[src/rtl/aes_ctrl_pkg.sv]
`default_nettype none
// ============================================================================
// Package   : aes_ctrl_pkg
// Purpose   : State encoding, round-constant values and the xtime helper
//             shared by the AES-128 round sequencer and its RCON generator.
// Revision  : 1.0 - initial release
// ============================================================================
package aes_ctrl_pkg;

   localparam logic [2:0] IDLE      = 3'd0;
   localparam logic [2:0] LOAD      = 3'd1;
   localparam logic [2:0] SUB_ISSUE = 3'd2;
   localparam logic [2:0] SUB_WAIT  = 3'd3;
   localparam logic [2:0] SHIFT     = 3'd4;
   localparam logic [2:0] MIX       = 3'd5;
   localparam logic [2:0] ARK       = 3'd6;
   localparam logic [2:0] DONE      = 3'd7;

   typedef enum logic [2:0] {
      S_IDLE      = IDLE,
      S_LOAD      = LOAD,
      S_SUB_ISSUE = SUB_ISSUE,
      S_SUB_WAIT  = SUB_WAIT,
      S_SHIFT     = SHIFT,
      S_MIX       = MIX,
      S_ARK       = ARK,
      S_DONE      = DONE
   } state_t;

   localparam logic [7:0] RCON_INIT  = 8'h01;
   localparam logic [7:0] AES_REDUCE = 8'h1B;

   // Multiply by x in GF(2^8) modulo the AES polynomial.
   function automatic logic [7:0] xtime(input logic [7:0] x);
      return {x[6:0], 1'b0} ^ (x[7] ? AES_REDUCE : 8'h00);
   endfunction

endpackage
`default_nettype wire

[src/rtl/aes_round_sched_if.sv]
`default_nettype none
// ============================================================================
// Interface : aes_round_sched_if
// Purpose   : Start/done handshake, SubByte engine handshake and datapath
//             enables between the AES round sequencer and its neighbours.
// Revision  : 1.0 - initial release
// ============================================================================
interface aes_round_sched_if;
   logic       start;
   logic       sb_done;
   logic       key_done;
   logic       ready;
   logic       ld_input;
   logic       sb_start;
   logic       sr_en;
   logic       mc_en;
   logic       ark_en;
   logic [3:0] round;
   logic [7:0] rcon;
   logic       done;
   logic       err;

   // Sequencer side.
   modport slave (
      input  start, sb_done, key_done,
      output ready, ld_input, sb_start, sr_en, mc_en, ark_en,
             round, rcon, done, err
   );

   // Controller / datapath side.
   modport master (
      output start, sb_done, key_done,
      input  ready, ld_input, sb_start, sr_en, mc_en, ark_en,
             round, rcon, done, err
   );
endinterface
`default_nettype wire

[src/rtl/aes_rcon_gen.sv]
`default_nettype none
// ============================================================================
// Module    : aes_rcon_gen
// Purpose   : 8-bit round-constant register. load_i restarts at 01, step_i
//             advances by xtime; otherwise the value is held.
// Revision  : 1.0 - initial release
// ============================================================================
module aes_rcon_gen
   import aes_ctrl_pkg::*;
(
   input  wire logic       clk,
   input  wire logic       rst,
   input  wire logic       load_i,
   input  wire logic       step_i,
   output logic [7:0]      rcon_o
);

   logic [7:0] rcon_q;
   logic [7:0] rcon_d;

   // Next value: load has priority over step.
   always_comb begin
      rcon_d = rcon_q;
      if (load_i)
         rcon_d = RCON_INIT;
      else if (step_i)
         rcon_d = xtime(rcon_q);
   end

   // Round-constant register, resets to the first constant.
   always_ff @(posedge clk or posedge rst) begin
      if (rst)
         rcon_q <= RCON_INIT;
      else
         rcon_q <= rcon_d;
   end

   assign rcon_o = rcon_q;

endmodule
`default_nettype wire

[src/rtl/aes_round_sched.sv]
`default_nettype none
// ============================================================================
// Module    : aes_round_sched
// Purpose   : Round sequencer for the iterative AES-128 core. Issues the shared
//             SubByte/SubWord engine, then ShiftRows, MixColumns, AddRoundKey
//             once per round; tracks round index, RCON and a wait timeout.
// Revision  : 1.0 - initial release
// ============================================================================
module aes_round_sched
   import aes_ctrl_pkg::*;
#(
   parameter int NR      = 10,
   parameter int TIMEOUT = 15
)
(
   input  wire logic          clk,
   input  wire logic          rst,
   aes_round_sched_if.slave   bus
);

   state_t     state_q,    state_d;
   logic [3:0] round_q,    round_d;
   logic [7:0] wait_cnt_q, wait_cnt_d;
   logic       sb_seen_q,  sb_seen_d;
   logic       key_seen_q, key_seen_d;
   logic       err_q,      err_d;

   logic       rcon_load;
   logic       rcon_step;
   logic       sb_any;
   logic       key_any;
   logic       ready_o, ld_input_o, sb_start_o, sr_en_o, mc_en_o, ark_en_o, done_o;

   // Handshake pulses count in the cycle they arrive, not only once latched.
   assign sb_any  = sb_seen_q  | bus.sb_done;
   assign key_any = key_seen_q | bus.key_done;

   // Next-state, bookkeeping and Moore outputs.
   always_comb begin
      state_d    = state_q;
      round_d    = round_q;
      wait_cnt_d = wait_cnt_q;
      sb_seen_d  = sb_seen_q;
      key_seen_d = key_seen_q;
      err_d      = err_q;
      rcon_load  = 1'b0;
      rcon_step  = 1'b0;
      ready_o    = 1'b0;
      ld_input_o = 1'b0;
      sb_start_o = 1'b0;
      sr_en_o    = 1'b0;
      mc_en_o    = 1'b0;
      ark_en_o   = 1'b0;
      done_o     = 1'b0;
      case (state_q)
         S_IDLE: begin
            ready_o = 1'b1;
            if (bus.start) begin
               err_d   = 1'b0;
               state_d = S_LOAD;
            end
         end
         S_LOAD: begin
            // Load plaintext/key and apply the initial whitening key.
            ld_input_o = 1'b1;
            ark_en_o   = 1'b1;
            round_d    = 4'd1;
            rcon_load  = 1'b1;
            state_d    = S_SUB_ISSUE;
         end
         S_SUB_ISSUE: begin
            sb_start_o = 1'b1;
            sb_seen_d  = 1'b0;
            key_seen_d = 1'b0;
            wait_cnt_d = 8'd0;
            state_d    = S_SUB_WAIT;
         end
         S_SUB_WAIT: begin
            sb_seen_d  = sb_any;
            key_seen_d = key_any;
            if (sb_any && key_any) begin
               state_d = S_SHIFT;
            end else if (wait_cnt_q == 8'(TIMEOUT - 1)) begin
               // Engine hung: abandon the block without a done pulse.
               err_d   = 1'b1;
               round_d = 4'd0;
               state_d = S_IDLE;
            end else begin
               wait_cnt_d = wait_cnt_q + 8'd1;
            end
         end
         S_SHIFT: begin
            sr_en_o = 1'b1;
            state_d = (round_q < 4'(NR)) ? S_MIX : S_ARK;
         end
         S_MIX: begin
            mc_en_o = 1'b1;
            state_d = S_ARK;
         end
         S_ARK: begin
            ark_en_o = 1'b1;
            if (round_q == 4'(NR)) begin
               round_d = 4'd0;
               state_d = S_DONE;
            end else begin
               round_d   = round_q + 4'd1;
               rcon_step = 1'b1;
               state_d   = S_SUB_ISSUE;
            end
         end
         S_DONE: begin
            done_o  = 1'b1;
            state_d = S_IDLE;
         end
         default: state_d = S_IDLE;
      endcase
   end

   // Sequencer state registers with asynchronous reset.
   always_ff @(posedge clk or posedge rst) begin
      if (rst) begin
         state_q    <= S_IDLE;
         round_q    <= 4'd0;
         wait_cnt_q <= 8'd0;
         sb_seen_q  <= 1'b0;
         key_seen_q <= 1'b0;
         err_q      <= 1'b0;
      end else begin
         state_q    <= state_d;
         round_q    <= round_d;
         wait_cnt_q <= wait_cnt_d;
         sb_seen_q  <= sb_seen_d;
         key_seen_q <= key_seen_d;
         err_q      <= err_d;
      end
   end

   aes_rcon_gen u_rcon_gen (
      .clk    (clk),
      .rst    (rst),
      .load_i (rcon_load),
      .step_i (rcon_step),
      .rcon_o (bus.rcon)
   );

   assign bus.ready    = ready_o;
   assign bus.ld_input = ld_input_o;
   assign bus.sb_start = sb_start_o;
   assign bus.sr_en    = sr_en_o;
   assign bus.mc_en    = mc_en_o;
   assign bus.ark_en   = ark_en_o;
   assign bus.done     = done_o;
   assign bus.round    = round_q;
   assign bus.err      = err_q;

endmodule
`default_nettype wire

[src/flat_wrapper.sv]
// flat-port wrapper written by rule: the top's interface ports become plain ports
module aes_round_sched_flat import aes_ctrl_pkg::*;
#(
   parameter int NR      = 10,
   parameter int TIMEOUT = 15
)
  (clk, rst, bus_start, bus_sb_done, bus_key_done, bus_ready, bus_ld_input, bus_sb_start, bus_sr_en, bus_mc_en, bus_ark_en, bus_round, bus_rcon, bus_done, bus_err);
  aes_round_sched_if bus_i ();
  input  wire logic clk;
  input  wire logic rst;
  input wire logic [$bits(bus_i.start)-1:0] bus_start;
  input wire logic [$bits(bus_i.sb_done)-1:0] bus_sb_done;
  input wire logic [$bits(bus_i.key_done)-1:0] bus_key_done;
  output wire logic [$bits(bus_i.ready)-1:0] bus_ready;
  output wire logic [$bits(bus_i.ld_input)-1:0] bus_ld_input;
  output wire logic [$bits(bus_i.sb_start)-1:0] bus_sb_start;
  output wire logic [$bits(bus_i.sr_en)-1:0] bus_sr_en;
  output wire logic [$bits(bus_i.mc_en)-1:0] bus_mc_en;
  output wire logic [$bits(bus_i.ark_en)-1:0] bus_ark_en;
  output wire logic [$bits(bus_i.round)-1:0] bus_round;
  output wire logic [$bits(bus_i.rcon)-1:0] bus_rcon;
  output wire logic [$bits(bus_i.done)-1:0] bus_done;
  output wire logic [$bits(bus_i.err)-1:0] bus_err;
  assign bus_i.start = bus_start;
  assign bus_i.sb_done = bus_sb_done;
  assign bus_i.key_done = bus_key_done;
  assign bus_ready = bus_i.ready;
  assign bus_ld_input = bus_i.ld_input;
  assign bus_sb_start = bus_i.sb_start;
  assign bus_sr_en = bus_i.sr_en;
  assign bus_mc_en = bus_i.mc_en;
  assign bus_ark_en = bus_i.ark_en;
  assign bus_round = bus_i.round;
  assign bus_rcon = bus_i.rcon;
  assign bus_done = bus_i.done;
  assign bus_err = bus_i.err;
  aes_round_sched #(.NR(NR), .TIMEOUT(TIMEOUT)) u_core (.clk(clk), .rst(rst), .bus(bus_i));
endmodule
[config.mk]
export PLATFORM = sky130hd
export DESIGN_NAME = aes_round_sched_flat
export DESIGN_NICKNAME = d
export VERILOG_FILES = /design/src/rtl/aes_ctrl_pkg.sv /design/src/rtl/aes_round_sched_if.sv /design/src/rtl/aes_rcon_gen.sv /design/src/rtl/aes_round_sched.sv /design/src/flat_wrapper.sv
export SDC_FILE = /design/constraint.sdc
export NUM_CORES = 1
export LEC_CHECK = 0
export CORE_UTILIZATION = 55
export CTS_BUF_LIST = sky130_fd_sc_hd__clkbuf_2
export CTS_CLUSTER_SIZE = 8
export DETAILED_ROUTE_END_ITERATION = 6
export GPL_TIMING_DRIVEN = 0
export MAX_ROUTING_LAYER = met4
export PLACE_DENSITY = 0.83
export SLEW_MARGIN = 10
export SYNTH_ARGS = -nofsm -noshare
export SYNTH_HDL_FRONTEND = slang
export SYNTH_SLANG_ARGS = --single-unit
[constraint.sdc]
create_clock -name clk -period 2.7 [get_ports clk]
set_clock_uncertainty 0.2 [all_clocks]
set_input_delay 0.54 -clock clk [delete_from_list [all_inputs] [get_ports clk]]
set_output_delay 0.54 -clock clk [all_outputs]
set_load 0.005 [all_outputs]
==> results summary <==
The number of max-capacitance violations reported came out at 0. The post-layout net count is 206. The required arrival time at the worst endpoint is 1.96 ns. The worst setup path is launched from a flip-flop. The share of the Yosys chip area taken by registers is 0.4378.

The worst-case reg-to-reg path depth is 6. The number of H-tree levels is 1. STA classifies the critical path endpoint as a primary output. The first detailed-routing pass took 4 iterations.

The number of routed nets with antenna violations is 0. The total global routing overflow is 0. At the later pin of the worst-skew pair, clock insertion delay measures 0.35 ns. The leakage power is 0.7881 nW. VDD sags by at most 697.4 uV. For this design, the slowest cell found on the critical path is clkdlybuf4s50_1.

The fraction of layout instances using a drive strength above 1 came out at 0.1162. The global-route track usage on met1 is 0.3404. The area growth from synthesis to layout is 22.60%. The tightest min-delay check is of the reg2reg type. Pin placement for this block handled 25 I/O pins. The sum of negative setup slack came out at 0 ns.

The longest clock path from root to sink contains 2 buffers. The post-detailed-route DRC marker count is 0. The number of buffers inserted by hold repair at cts came out at 0. The number of unique standard cell types used by synthesis is 48. The met2 track utilization from global routing is 0.4115. In the global route stage, met3 resource usage came out at 0.03107.

The largest net degree at the start of global routing came out at 27. The full die area came out at 2919 um2. The average vias per placed instance is 6.110. The die is 54.03 um tall.

The total area inside the core boundary comes to 2522 um2. The hold path startpoint is u_core.u_rcon_gen.rcon_o[5]$_DFFE_PP0P_. The hold violation total from the final report is 0. The most critical setup path has its startpoint at u_core.state_q[1]$_DFFE_PP0P_. The register-to-register setup slack came out at 0.45 ns. Once layout is complete, the utilization of the core stands at 0.7237.

The headroom to the max-slew limit is 0.3443. The critical path goes through or3b_4, nand2_1, clkdlybuf4s50_1. The worst-margin pin slew came out at 0.9824 ns. Dividing the final minimum period by the clock period gives 0.9745. The number of nets in the synthesized netlist is 176. The critical path class is reg2out. Clock tree synthesis found a total of 26 sinks.

TritonCTS built the clock tree. The number of antenna diodes in the final layout is 0. The number of register bits inferred by synthesis came out at 26. In this run the most used layer during global routing was met2.

The finished cells cover 1826 um2. In this run the horizontal extent of the chip is 54.03 um. The final weighted congestion in routability-driven placement came out at 0.8054.

The number of I/O port buffers came out at 24. The initial utilization of the core area, before any placement, comes to 0.5903. The post-DP HPWL came out at 2.392 mm. The detailed router placed 1,393 vias in this run. The data arrival time at the worst-slack endpoint is 1.89 ns. The total standard cell area after synthesis came out at 1489 um2. For this run, the top clock speed supported by timing is 0.3801 GHz.

The library cell used as clock root buffer is clkbuf_2. The max-slew violation total from the final report is 0. The initial antenna violation count is 0. The mean instance size in the synthesized netlist came out at 8.810 um2. Clock-pin slew was measured on the worst setup and hold paths at 0.25 ns. In this run the critical register-to-register path is launched from u_core.wait_cnt_q[0]$_DFFE_PP0P_. The clock buffer count from CTS is 3.

Dividing total power by cell area gives a power density of 932.8 nW/um2. The setup violation total in the final timing report came out at 0. The routed length per instance is 14.77 um.

After layout, the minimum clock period comes to 2.631 ns. The cell area after placement came out at 1767 um2. The number of cell rows is 18. The iteration-0 DRC count of the detailed router is 31. After detailed routing, the total wire length is 3.367 mm. The gate count of the mapped netlist came out at 169. The hold-critical path depth came out at 2. The total routing usage reported by global routing is 0.2567. The via count of the first global-routing pass was 1,207. The number of warning messages in the yosys log is 0. The wire length of the first global-routing pass came out at 5.292 mm.

The maximum net fanout on the critical path came out at 6. The largest stage delay on the critical path is 0.50 ns. The flow ran to the end, and the final reports show no timing, DRC or antenna violations.
-- worst max-delay path, delay by kind of cell (launching register included) --
kind	cells	cell delay (ns)
DFF	1	0.49
buffers and inverters	1	0.50
and+or+nand+nor	2	0.55
-- placed cells by master (no fill, tap or decap), drive strengths merged, types with 2 or more instances in the layout --
master	netlist	routed
a21oi	5	5
a22oi	2	2
a31oi	5	5
and3	2	2
buf	3	4
clkbuf	6	9
clkdlybuf4s50	0	23
dfrtp	25	25
ha	2	2
inv	8	8
mux2i	2	2
nand2	24	24
nand2b	4	4
nand3	7	7
nand3b	2	2
nor2	16	16
nor2b	2	2
nor3	5	5
o211ai	2	2
o21ai	17	17
o221ai	2	2
o22ai	2	2
or4b	2	2
xor2	4	4
-- worst paths after layout --
kind / endpoint
worst max register to register: u_core.state_q[0]$_DFFE_PP0P_
worst min-delay path: u_core.u_rcon_gen.rcon_o[6]$_DFFE_PP0P_
max in group asynchronous: u_core.state_q[0]$_DFFE_PP0P_
worst min register to register: u_core.u_rcon_gen.rcon_o[6]$_DFFE_PP0P_
min in group asynchronous: u_core.wait_cnt_q[2]$_DFFE_PP0P_
worst max-delay path: bus_ark_en
-- routing by layer --
layer,vias to the layer above,routed length (um)
met3,4,184
met4,0,25
li1,667,-
met5,-,0
met1,674,1540
met2,48,1616
-- timing repair --
action | CTS | global route
setup endpoints to repair | 7 | 6
pin swaps | 0 | 1
buffers inserted | 1 | 2
gates resized for setup | 7 | 7
-- Yosys cell counts, drive strengths merged --
cell type / instances / area, um2
dfrtp: 25 / 625.6
nand2: 24 / 90.09
o21ai: 17 / 85.08
nor2: 16 / 60.06
inv: 8 / 30.03
nand3: 7 / 35.03
clkbuf: 6 / 22.52
a21oi: 5 / 25.02
a31oi: 5 / 31.28
nor3: 5 / 30.03
nand2b: 4 / 25.02
xor2: 4 / 35.03
buf: 3 / 12.51
a22oi: 2 / 15.01
and3: 2 / 12.51
ha: 2 / 25.02
mux2i: 2 / 20.02
nand3b: 2 / 15.01
nor2b: 2 / 12.51
o211ai: 2 / 15.01
o221ai: 2 / 17.52
o22ai: 2 / 12.51
or4b: 2 / 23.77
a211o: 1 / 8.760
a211oi: 1 / 7.510
a22o: 1 / 8.760
a311o: 1 / 10.01
a311oi: 1 / 15.01
a31o: 1 / 8.760
and4: 1 / 8.760
and4b: 1 / 10.01
dfstp: 1 / 26.28
mux2: 1 / 11.26
nand4: 1 / 6.260
nand4bb: 1 / 11.26
nor4bb: 1 / 10.01
o221a: 1 / 11.26
o311ai: 1 / 16.27
or2: 1 / 6.260
or3: 1 / 11.26
or3b: 1 / 8.760
or4: 1 / 7.510
xnor2: 1 / 8.760
-- state kept, by name, summed over array words and instances, names as in the netlist --
signal                    cells
u_core.bus.round              4
u_core.wait_cnt_q             8
u_core.bus.err                1
u_core.key_seen_q             1
u_core.state_q                3
u_core.u_rcon_gen.rcon_o      8
u_core.sb_seen_q              1
-- logic make-up after synthesis --
group / synth area share
and+or+nand+nor: 0.2580
buffers and inverters: 0.04370
adders and majority gates: 0.01680
DFF: 0.4378
AOI/OAI and AO/OA: 0.1933
muxes: 0.02101
xor gates and xnor gates: 0.02941
-- final cells by class --
type                    count  area, um2
clock buffers               3      15.01
clock inverters             1      3.754
multi-input cells         126      782.0
fillers                   183      696.9
repair buffers             27      265.3
inverters                   8      30.03
plain buffers               7      38.79
flip-flops and latches     26      653.1
well taps                  30      37.54
-- power by group --
group          total [mW]  switching (mW)  internal (mW)  leakage, nW
clock network       0.151           0.119         0.0322       0.0140
registers           0.651           0.143          0.509        0.338
logic               0.900           0.461          0.440        0.436
total                1.70           0.722          0.981        0.788
-- metrics by stage --
stage	hold WS (ns)	setup WS (ns)	power, mW	cells
finish	0.3466	0.06877	1.703	228
floorplan	0.2851	0.6701	1.169	169
global placement	0.2936	0.02237	1.452	223
global route	0.3722	-0.01411	1.831	228
CTS	0.3584	0.0003753	1.677	227
detailed placement	0.3090	-0.05566	1.495	223
(Power assumes the default switching activity.)
